**config.mk**
```make
export PLATFORM = sky130hd
export DESIGN_NAME = adpll_loop_filter
export DESIGN_NICKNAME = d
export VERILOG_FILES = /design/src/rtl/adpll_pkg.sv /design/src/rtl/adpll_lock_detect.sv /design/src/rtl/adpll_loop_filter.sv
export SDC_FILE = /design/constraint.sdc
export NUM_CORES = 1
export LEC_CHECK = 0
export ABC_AREA = 1
export ABC_CLOCK_PERIOD_IN_PS = 2630
export CORE_MARGIN = 2
export CORE_UTILIZATION = 60
export CTS_CLUSTER_DIAMETER = 30
export DETAILED_ROUTE_END_ITERATION = 10
export HOLD_SLACK_MARGIN = 0.12
export PLACE_DENSITY = 0.9
export REMOVE_ABC_BUFFERS = 1
export SLEW_MARGIN = 30
export SYNTH_ARGS = -nofsm -noshare
export SYNTH_HDL_FRONTEND = slang
export SYNTH_SLANG_ARGS = --single-unit
```
**constraint.sdc**
```tcl
create_clock -name clk_i -period 2.63 [get_ports clk_i]
set_input_delay 0.3945 -clock clk_i [delete_from_list [all_inputs] [get_ports clk_i]]
set_output_delay 0.3945 -clock clk_i [all_outputs]
set_load 0.01 [all_outputs]
```
**src/rtl/adpll_pkg.sv**
```systemverilog
// Shared ADPLL definitions: loop-filter state encoding, common data widths
// and a signed saturation helper used by the loop filter.
package adpll_pkg;

  localparam int ADPLL_PE_WIDTH     = 8;
  localparam int ADPLL_DCO_CC_WIDTH = 8;
  localparam int ADPLL_ACC_WIDTH    = 16;

  typedef enum logic [1:0] {
    LF_IDLE    = 2'd0,
    LF_ACQUIRE = 2'd1,
    LF_LOCKED  = 2'd2
  } lf_state_t;

  // Clamp a signed value into the two's-complement range of i_width bits.
  function automatic logic signed [31:0] sat_signed(input logic signed [31:0] i_val,
                                                    input int unsigned        i_width);
    logic signed [31:0] w_hi;
    logic signed [31:0] w_lo;
    w_hi = (32'sd1 <<< (i_width - 32'd1)) - 32'sd1;
    w_lo = ~w_hi;
    if (i_val > w_hi) begin
      sat_signed = w_hi;
    end else if (i_val < w_lo) begin
      sat_signed = w_lo;
    end else begin
      sat_signed = i_val;
    end
  endfunction

endpackage

```
**src/rtl/adpll_lock_detect.sv**
```systemverilog
// Lock detector for the ADPLL loop filter: phase-error tolerance compare and
// a saturating counter of consecutive in-tolerance samples.
module adpll_lock_detect
  import adpll_pkg::*;
#(
  parameter int PE_WIDTH   = ADPLL_PE_WIDTH,
  parameter int LOCK_TOL   = 2,
  parameter int LOCK_COUNT = 16
) (
  input  logic                       i_clk,
  input  logic                       i_rst_n,
  input  logic                       i_clear,
  input  logic signed [PE_WIDTH-1:0] i_err,
  input  logic                       i_valid,
  output logic                       o_lock_reached,
  output logic                       o_tol_fail
);

  localparam int CNT_W = $clog2(LOCK_COUNT + 1);
  localparam logic signed [PE_WIDTH:0] TOL_S = (PE_WIDTH + 1)'(LOCK_TOL);

  logic [CNT_W-1:0]      r_cnt;
  logic [CNT_W-1:0]      w_cnt_next;
  logic signed [PE_WIDTH:0] w_err_ext;
  logic                  w_in_tol;

  // One extra bit keeps -TOL representable and the magnitude compare exact.
  always_comb begin
    w_err_ext = (PE_WIDTH + 1)'(i_err);
    w_in_tol  = (w_err_ext <= TOL_S) && (w_err_ext >= -TOL_S);
  end

  // Next counter value: saturate on in-tolerance, restart on a miss.
  always_comb begin
    w_cnt_next = r_cnt;
    if (i_clear) begin
      w_cnt_next = '0;
    end else if (i_valid) begin
      if (!w_in_tol) begin
        w_cnt_next = '0;
      end else if (r_cnt == CNT_W'(LOCK_COUNT)) begin
        w_cnt_next = r_cnt;
      end else begin
        w_cnt_next = r_cnt + CNT_W'(1);
      end
    end else begin
      w_cnt_next = r_cnt;
    end
  end

  // Counter register.
  always_ff @(posedge i_clk or negedge i_rst_n) begin
    if (!i_rst_n) begin
      r_cnt <= '0;
    end else begin
      r_cnt <= w_cnt_next;
    end
  end

  assign o_lock_reached = (w_cnt_next == CNT_W'(LOCK_COUNT));
  assign o_tol_fail     = i_valid && !w_in_tol && !i_clear;

endmodule

```
**src/rtl/adpll_loop_filter.sv**
```systemverilog
// ADPLL digital PI loop filter: two-stage pipeline producing the signed DCO
// control code, plus lock tracking. Optional macro ADPLL_GEAR_SHIFT_EN doubles
// the proportional gain while acquiring.
module adpll_loop_filter
  import adpll_pkg::*;
#(
  parameter int PE_WIDTH     = ADPLL_PE_WIDTH,
  parameter int ACC_WIDTH    = ADPLL_ACC_WIDTH,
  parameter int DCO_CC_WIDTH = ADPLL_DCO_CC_WIDTH,
  parameter int KP_SHIFT     = 1,
  parameter int KI_SHIFT     = 4,
  parameter int LOCK_TOL     = 2,
  parameter int LOCK_COUNT   = 16
) (
  input  logic                           clk_i,
  input  logic                           rst_n_i,
  input  logic                           en_i,
  input  logic                           freeze_i,
  input  logic signed [PE_WIDTH-1:0]     pe_i,
  input  logic                           pe_valid_i,
  output logic signed [DCO_CC_WIDTH-1:0] dco_cc_o,
  output logic                           dco_cc_valid_o,
  output logic                           lock_o
);

  localparam int SUM_W = ACC_WIDTH + 1;

  lf_state_t                       r_state;
  lf_state_t                       w_state_next;
  logic signed [PE_WIDTH-1:0]      r_err;
  logic signed [ACC_WIDTH-1:0]     r_integ;
  logic                            r_s1_valid;
  logic signed [DCO_CC_WIDTH-1:0]  r_dco_cc;
  logic                            r_dco_valid;
  logic                            r_lock;

  logic                            w_accept;
  logic                            w_clear;
  logic signed [SUM_W-1:0]         w_integ_sum;
  logic signed [ACC_WIDTH-1:0]     w_integ_next;
  logic signed [SUM_W-1:0]         w_err_ext;
  logic signed [SUM_W-1:0]         w_prop;
  logic signed [SUM_W-1:0]         w_cc_sum;
  logic signed [DCO_CC_WIDTH-1:0]  w_cc_next;
  logic                            w_lock_reached;
  logic                            w_tol_fail;

  assign w_accept = pe_valid_i && en_i && (r_state != LF_IDLE);
  assign w_clear  = !en_i || (r_state == LF_IDLE);

  // Stage 1 arithmetic: integrator update with saturation.
  always_comb begin
    w_integ_sum  = SUM_W'(r_integ) + SUM_W'(pe_i);
    w_integ_next = ACC_WIDTH'(sat_signed(32'(w_integ_sum), ACC_WIDTH));
  end

  // Stage 2 arithmetic: proportional plus scaled integral, clamped to the code range.
  always_comb begin
    w_err_ext = SUM_W'(r_err);
`ifdef ADPLL_GEAR_SHIFT_EN
    if (r_state == LF_ACQUIRE) begin
      w_prop = w_err_ext <<< (KP_SHIFT + 1);
    end else begin
      w_prop = w_err_ext <<< KP_SHIFT;
    end
`else
    w_prop = w_err_ext <<< KP_SHIFT;
`endif
    w_cc_sum  = w_prop + SUM_W'(r_integ >>> KI_SHIFT);
    w_cc_next = DCO_CC_WIDTH'(sat_signed(32'(w_cc_sum), DCO_CC_WIDTH));
  end

  adpll_lock_detect #(
    .PE_WIDTH   (PE_WIDTH),
    .LOCK_TOL   (LOCK_TOL),
    .LOCK_COUNT (LOCK_COUNT)
  ) u_lock_detect (
    .i_clk          (clk_i),
    .i_rst_n        (rst_n_i),
    .i_clear        (w_clear),
    .i_err          (r_err),
    .i_valid        (r_s1_valid),
    .o_lock_reached (w_lock_reached),
    .o_tol_fail     (w_tol_fail)
  );

  // Loop state next-state logic; lock decisions align with the stage-2 edge.
  always_comb begin
    w_state_next = r_state;
    case (r_state)
      LF_IDLE: begin
        if (en_i) begin
          w_state_next = LF_ACQUIRE;
        end else begin
          w_state_next = LF_IDLE;
        end
      end
      LF_ACQUIRE: begin
        if (!en_i) begin
          w_state_next = LF_IDLE;
        end else if (w_lock_reached) begin
          w_state_next = LF_LOCKED;
        end else begin
          w_state_next = LF_ACQUIRE;
        end
      end
      LF_LOCKED: begin
        if (!en_i) begin
          w_state_next = LF_IDLE;
        end else if (w_tol_fail) begin
          w_state_next = LF_ACQUIRE;
        end else begin
          w_state_next = LF_LOCKED;
        end
      end
      default: begin
        w_state_next = LF_IDLE;
      end
    endcase
  end

  // State register.
  always_ff @(posedge clk_i or negedge rst_n_i) begin
    if (!rst_n_i) begin
      r_state <= LF_IDLE;
    end else begin
      r_state <= w_state_next;
    end
  end

  // Pipeline registers; disabling or idling flushes everything so the DCO sits at bias.
  always_ff @(posedge clk_i or negedge rst_n_i) begin
    if (!rst_n_i) begin
      r_err       <= '0;
      r_integ     <= '0;
      r_s1_valid  <= 1'b0;
      r_dco_cc    <= '0;
      r_dco_valid <= 1'b0;
      r_lock      <= 1'b0;
    end else if (w_clear) begin
      r_err       <= '0;
      r_integ     <= '0;
      r_s1_valid  <= 1'b0;
      r_dco_cc    <= '0;
      r_dco_valid <= 1'b0;
      r_lock      <= 1'b0;
    end else begin
      r_s1_valid  <= w_accept;
      if (w_accept) begin
        r_err <= pe_i;
        if (!freeze_i) begin
          r_integ <= w_integ_next;
        end
      end
      r_dco_valid <= r_s1_valid;
      if (r_s1_valid) begin
        r_dco_cc <= w_cc_next;
      end
      r_lock      <= (w_state_next == LF_LOCKED);
    end
  end

  assign dco_cc_o       = r_dco_cc;
  assign dco_cc_valid_o = r_dco_valid;
  assign lock_o         = r_lock;

endmodule

```
==> impl_metrics.tcl <==
set metrics [dict create \
    status "finished clean" \
    root_buffer "clkbuf_8" \
    cts_tree "yes" \
    die-area_sq_um 6570 \
    insertion_delay_ns 0.31 \
    dr_wl_met3_um 316 \
    wl_met1_um 3540 \
    worst_setup_path_start_kind "primary input" \
    worstPathArrival_ns 2.63 \
    cp-end-kind "flip-flop" \
    place.gp.congestion 0.938 \
    n_antenna_cell 0 \
    timing.rr.start "r_err[0]" \
    met2_wirelength_um 3970 \
    grt_usage_pct 26.0 \
    antenna_found_initial 0 \
    holdPathStages 2 \
    grt_overflow 0 \
    cap_violations 0 \
    grt_max_degree 43 \
    cts_buffers 5 \
    p_comb_share_pct 28.8 \
    clock_path_buffers 2 \
    netlist_instances 497 \
    swShare_pct 35.3 \
    top_layer_used "met4" \
    p_leak_nw 2.19 \
    syn_area_sq_um 3560 \
    grt_pass1_wl_um 13500 \
    finClkSkew_ns 0.0154 \
    finalSetupViolCount 0 \
    wl_per_cell_um 13.1 \
    worstHoldStart "dco_cc_o[3]" \
    die_h_um 81.0 \
    power.internal_w 0.00104 \
    vias 3312 \
    coreArea_sq_um 5820 \
    drtIter0Drc 243 \
    clkPwrFrac_pct 27.3 \
    power_density_nw_per_um2 399 \
    cts.clk_slew.worst_paths_ns 0.08 \
    fin_nets 576 \
    grt_setup_unrepaired "no" \
    worstMarginPinSlew_ns 0.542 \
    totalWireLength_um 7950 \
    rrSetupSlack_ns 0.31 \
    r2r-end "dco_cc_o[1]" \
    fin_ws_ns 0.170 \
    hold_viol 0 \
    drt_pass1_iterations 5 \
    max_slew_margin_pct 63.7 \
    yosysUniqueCellTypes 41 \
    maxSlewViolCount 0 \
    hold_path.class "reg2reg" \
    drive_above_1_share_pct 12.4 \
    ys_seq_area_share_pct 29.5 \
    crit_fanout 14 \
    post-place-cells 598 \
    htreeDepth 2 \
    ir_drop_v 0.000246 \
    clock.fmax_mhz 407 \
    hold_end "dco_cc_o[3]" \
    area_growth_pct 12.8 \
    ff2ff_path_depth 16 \
    placementRows 28 \
    hpwlAfterDp_um 6350 \
    stdcell_area_sq_um 4020 \
    p_seq_share_pct 43.9 \
    ios 23 \
    ys_ff_latch 42 \
    clkSinkCount 42 \
    vias_per_cell 5.45 \
    required_ns 2.80 \
    instances_no_fill 608 \
    first_global_vias 3115 \
    p_switching_w 0.000566 \
    yosysWarnings 0 \
    place_area_sq_um 3900 \
    crit_type "in2reg" \
    fin_crit_ns 2.46 \
    detail-route-antenna-nets 0 \
    die_w_um 81.0 \
    numPortBuffers 22 \
    drc_errors 0 \
    syn_avg_cell_area_sq_um 7.16 \
    pre_cts_ws_ns -0.115 \
    fin_crit_sh_pct 93.5 \
    start_util_pct 61.2 \
]
placed cells by master (no fill, tap or decap), types with 6 or more instances in the layout:
cell type,netlist,final
nand2_1,156,155
nand3_1,58,58
inv_1,54,54
dfrtp_1,42,42
nor2_1,30,30
ha_1,29,28
a21oi_1,22,22
clkdlybuf4s50_1,0,21
nand2_2,12,13
xor2_1,11,11
nand3_2,11,11
buf_4,0,11
o21ai_0,8,8
inv_2,6,6
nand4_1,6,6
worst max-delay path, stage by stage:
cell             delay, ns
clkdlybuf4s50_1       0.49
ha_1                  0.17
inv_1                 0.05
fa_1                  0.39
nand3b_1              0.20
nand2_2               0.11
nand3_2               0.06
nand2_2               0.07
nand3_2               0.08
nand2_1               0.09
nand2_1               0.07
nand2_2               0.09
nand2_4               0.15
nand3b_1              0.14
nand3_1               0.08
logic make-up (layout without fill, tap and decap cells):
| group | count (synthesis) | count (layout) | share of synthesized area (%) |
|---|---|---|---|
| compound gates | 49 | 49 | 8.75 |
| xor+xnor | 16 | 16 | 3.94 |
| buf+inv | 67 | 103 | 7.66 |
| fa+ha+maj | 31 | 31 | 11.3 |
| flops | 42 | 42 | 29.5 |
| simple gates | 292 | 292 | 38.8 |
how the worst max path moves through the flow:
stage	start	to	slack, ns
floorplan	pe_i[0]	r_integ[10]	0.54
finish	pe_i[0]	r_integ[9]	0.17
CTS	pe_i[0]	r_integ[9]	0.21
global route	r_err[0]	dco_cc_o[1]	0.02
detailed placement	pe_i[0]	r_integ[9]	-0.11
global placement	pe_i[0]	r_integ[13]	0.009
repair_timing:
item                                    4_1_cts  5_1_grt
hold endpoints to repair                      0       17
setup buffers                                 0        1
resized for setup                             0        2
endpoints found under the setup margin        0        4
hold buffers                                  0        1
sequential cells by signal, summed over array words and instances (netlist names):
| name | flops |
|---|---|
| r_state | 2 |
| u_lock_detect.r_cnt | 5 |
| lock_o | 1 |
| r_integ | 16 |
| dco_cc_valid_o | 1 |
| r_err | 8 |
| dco_cc_o | 8 |
| r_s1_valid | 1 |
layout make-up:
type | count | area (sq um)
inverter | 62 | 233
fill | 470 | 1800
clock buffer | 5 | 68.8
tap | 75 | 93.8
multi-input combinational | 388 | 2240
clock inverter | 3 | 25.0
timing repair buffer | 33 | 303
sequential | 42 | 1050
stage by stage:
| step | total power [W] | hold slack, ns | TNS (ns) | util, % |
|---|---|---|---|---|
| CTS | 0.00160 | 0.273 | 0 | 68.6 |
| detailed placement | 0.00117 | 0.466 | -1.10 | 67.0 |
| global route | 0.00170 | 0.505 | 0 | 69.0 |
| finish | 0.00160 | 0.480 | 0 | 69.0 |
| global placement | 0.00115 | 0.462 | 0 | 67.0 |
| floorplan | 0.00103 | 0.0989 | 0 | - |
routing by layer:
metal	vias up	track usage, %
li1	1691	-
met1	1517	32.0
met2	91	46.4
met3	13	3.33
met4	0	9.15
met5	-	0
power by group through the flow:
stage          combinational (W)  sequential (W)  clock (W)
6_report                0.000461        0.000704   0.000438
5_1_grt                 0.000521        0.000708   0.000473
4_1_cts                 0.000454        0.000703   0.000444
3_5_place_dp            0.000452        0.000716          0
3_3_place_gp            0.000436        0.000715          0
2_1_floorplan           0.000318        0.000710          0
synth_stat cells, drive strengths merged:
cell,count,area share [%]
nand2,169,19
nand3,70,12
inv,60,6.3
dfrtp,42,30
nor2,32,3.5
ha,29,10
a21oi,26,4.3
o21ai,11,1.7
xor2,11,2.7
nand3b,7,2.0
nand4,6,1.1
nor3,5,1.0
xnor2,5,1.2
a21o,4,0.84
buf,4,1.0
o21bai,3,0.63
clkinv,2,0.21
fa,2,1.1
o21a,2,0.42
or2,2,0.35
a211oi,1,0.35
clkbuf,1,0.11
nor3b,1,0.21
o211ai,1,0.35
o31ai,1,0.21
Power figures use the tool's default switching activity.
==> patch (same flow settings) <==
Compare `r_cnt` against `CNT_W'(LOCK_COUNT)` with >= in place of ==.
--- a/src/rtl/adpll_lock_detect.sv
+++ b/src/rtl/adpll_lock_detect.sv
@@ -40,3 +40,3 @@
         w_cnt_next = '0;
-      end else if (r_cnt == CNT_W'(LOCK_COUNT)) begin
+      end else if (r_cnt >= CNT_W'(LOCK_COUNT)) begin
         w_cnt_next = r_cnt;
Formal check against the unedited RTL: same outputs for any inputs over 4 cycles, from zero or initial values and one cycle with rst_n_i low; that may be too few to reach the edited logic, so the function may still have changed.
==> patch against the original RTL <==
  * Combinational power down 13%
  * Highest routed layer unchanged
  * Sequential cell count unchanged
  * Total power down 4.3%
  * Synthesized cell count down 7.4%
  * Final area down 2.8%
  * Area after synthesis down 3.4%
  * Wire length down 1.6%
  * Non-clock buffer count up 1
  * Setup slack worse by 25 ps
==> patch: results (changes against the original RTL) <==
initial drt markers=168 (-31%); Worst Min Path Start=dco_cc_o[6]; Worst-path clk slew=80 ps (about the same); wire length per cell=13.7 µm (+4.9%); P_leak=2.16 nW (-1.4%); Async SR Flop Fraction=1.00 (unchanged); Yosys warning total=0 (unchanged); post-synthesis compound-gate area fraction=0.0972 (+0.00967); vias per inst=5.52 (+1.4%); Max IR drop VDD=0.238 mV (-3.4%); drt first pass iters=5 (unchanged); reg2reg setup slack=260 ps (-50 ps); Worst R2R Start=r_integ[5]; Routability Congestion=0.928 (-1.0%); Clock Tree Root=clkbuf_8; fraction of synthesized cell area in xor and xnor cells=0.0484 (+0.00905); CP startpoint=pe_i[0]; Finished Layout Cells=570 (-6.3%); outcome=complete, no violations; worst slew pin tran=527 ps (-15.5 ps); largest net degree at the start of global routing=43 (unchanged); Buffers on Ports=22 (unchanged); Cells after DPL=560 (-6.4%); CP max FO=14 (unchanged); Worst Hold Class=register to register; diode count=0 (unchanged); Setup WS pre-CTS=-169 ps (-53.8 ps); Synth Area in Adders=0.117 (+0.00404); Biggest register=r_integ; internal power=1.03 mW (-0.19%); mux cell area share after synthesis=0 (unchanged); count of cell types in the netlist=39 (-4.9%); Top FF cell, synth=dfrtp_1; first-pass GRT wire length=13500 µm (-0.21%); min Tclk post-route=2480 ps (+25.0 ps); dominant cells by area after synthesis=dfrtp_1, nand2_1, ha_1; nets@finish=541 (-6.1%); Worst Path Arrival=2710 ps (+80 ps); detailed placement HPWL=6230 µm (-1.8%); layout cell share with drive strength beyond 1=0.153 (+0.0288); Post-synth top cells=nand2_1, inv_1, dfrtp_1; Worst-Skew Late Latency=300 ps; placed instance area=0.00378 mm² (-2.9%); Seq/Total Area, Yosys=0.306 (+0.0105); H-tree level count=2 (unchanged); clk buf depth=2 (unchanged); Layout Skew=4.14 ps (-11.2 ps); max reg flops=16 (unchanged); initial antenna violation count=0 (unchanged); Gate Count Post-Synth=460 (-7.4%); vias in the first global route=3089 (-0.83%); total track usage=0.267 (+0.00680); Num CTS Buffers=5 (unchanged)
[patch: changes by cell type in the layout (fill, tap and decap cells not counted), sizes merged, moves of 2 or more]
cell,unedited run,this run
clkinv,3,0
nand4,6,8
nand3b,7,3
inv,61,50
nand2,169,164
a21o,4,2
a31oi,0,3
nand3,70,45
o21ai,11,17
clkbuf,5,7
xnor2,5,8
[patch: repair_timing]
action / in CTS / in global routing
gates resized for setup: 0 / 1
hold buffers: 0 / 1
hold endpoints to repair: 0 / 42
endpoints found under the setup margin: 0 / 5
setup buffers: 0 / 1
[patch: path summary, 6_finish.rpt]
kind,cells after the start,end
max in group asynchronous,2,r_integ[9]
min in group asynchronous,2,dco_cc_o[4]
min,2,dco_cc_o[6]
max reg2reg,17,dco_cc_o[2]
min reg2reg,2,dco_cc_o[6]
max,15,r_integ[1]
[patch: final cells by class]
class,instances,area [µm²]
clock buffer,7,86.3
clock inverter,1,8.76
fill,434,1600
inverter,49,184
multi-input combinational,365,2160
sequential,42,1050
tap,72,90.1
timing repair buffer,34,323
[patch: per-stage QoR]
stage                     TNS, ps  hold WS [ps]   util
final                           0           495  0.709
after global routing            0           527  0.709
after CTS                       0           256  0.705
after detailed placement    -1860           475  0.687
after global placement       -415           462  0.687
after floorplan                 0          98.9      -
[patch: worst max-delay path: stages]
cell and delay (ps):
clkdlybuf4s50_1 510, ha_1 180, inv_1 60, fa_1 390
nand3b_1 200, nand2_2 110, nand2_1 60, nand2_2 80
nand3_2 70, nand3_1 130, nand2_4 90, a21oi_4 150
buf_12 160, nand2_1 60, o21ai_0 70
[patch: power groups by stage]
| stage | Combinational (mW) | Clock (mW) | Sequential, mW |
|---|---|---|---|
| finish | 0.400 | 0.445 | 0.690 |
| global route | 0.448 | 0.482 | 0.693 |
| CTS | 0.395 | 0.449 | 0.690 |
| detailed placement | 0.392 | 0 | 0.703 |
| global placement | 0.379 | 0 | 0.701 |
| floorplan | 0.272 | 0 | 0.696 |
[patch: logic make-up after synthesis]
kind of cell	Yosys count
AOI/OAI and AO/OA	55
xor gates and xnor gates	19
adders and majority gates	31
buffers and inverters	53
DFF	42
and+or+nand+nor	260
[patch: metal layers]
metal	part of all wire	up-vias	global-route usage
li1	-	1583	-
met1	0.42	1465	0.328
met2	0.51	84	0.482
met3	0.046	15	0.0339
met4	0.020	0	0.0828
met5	0	-	0
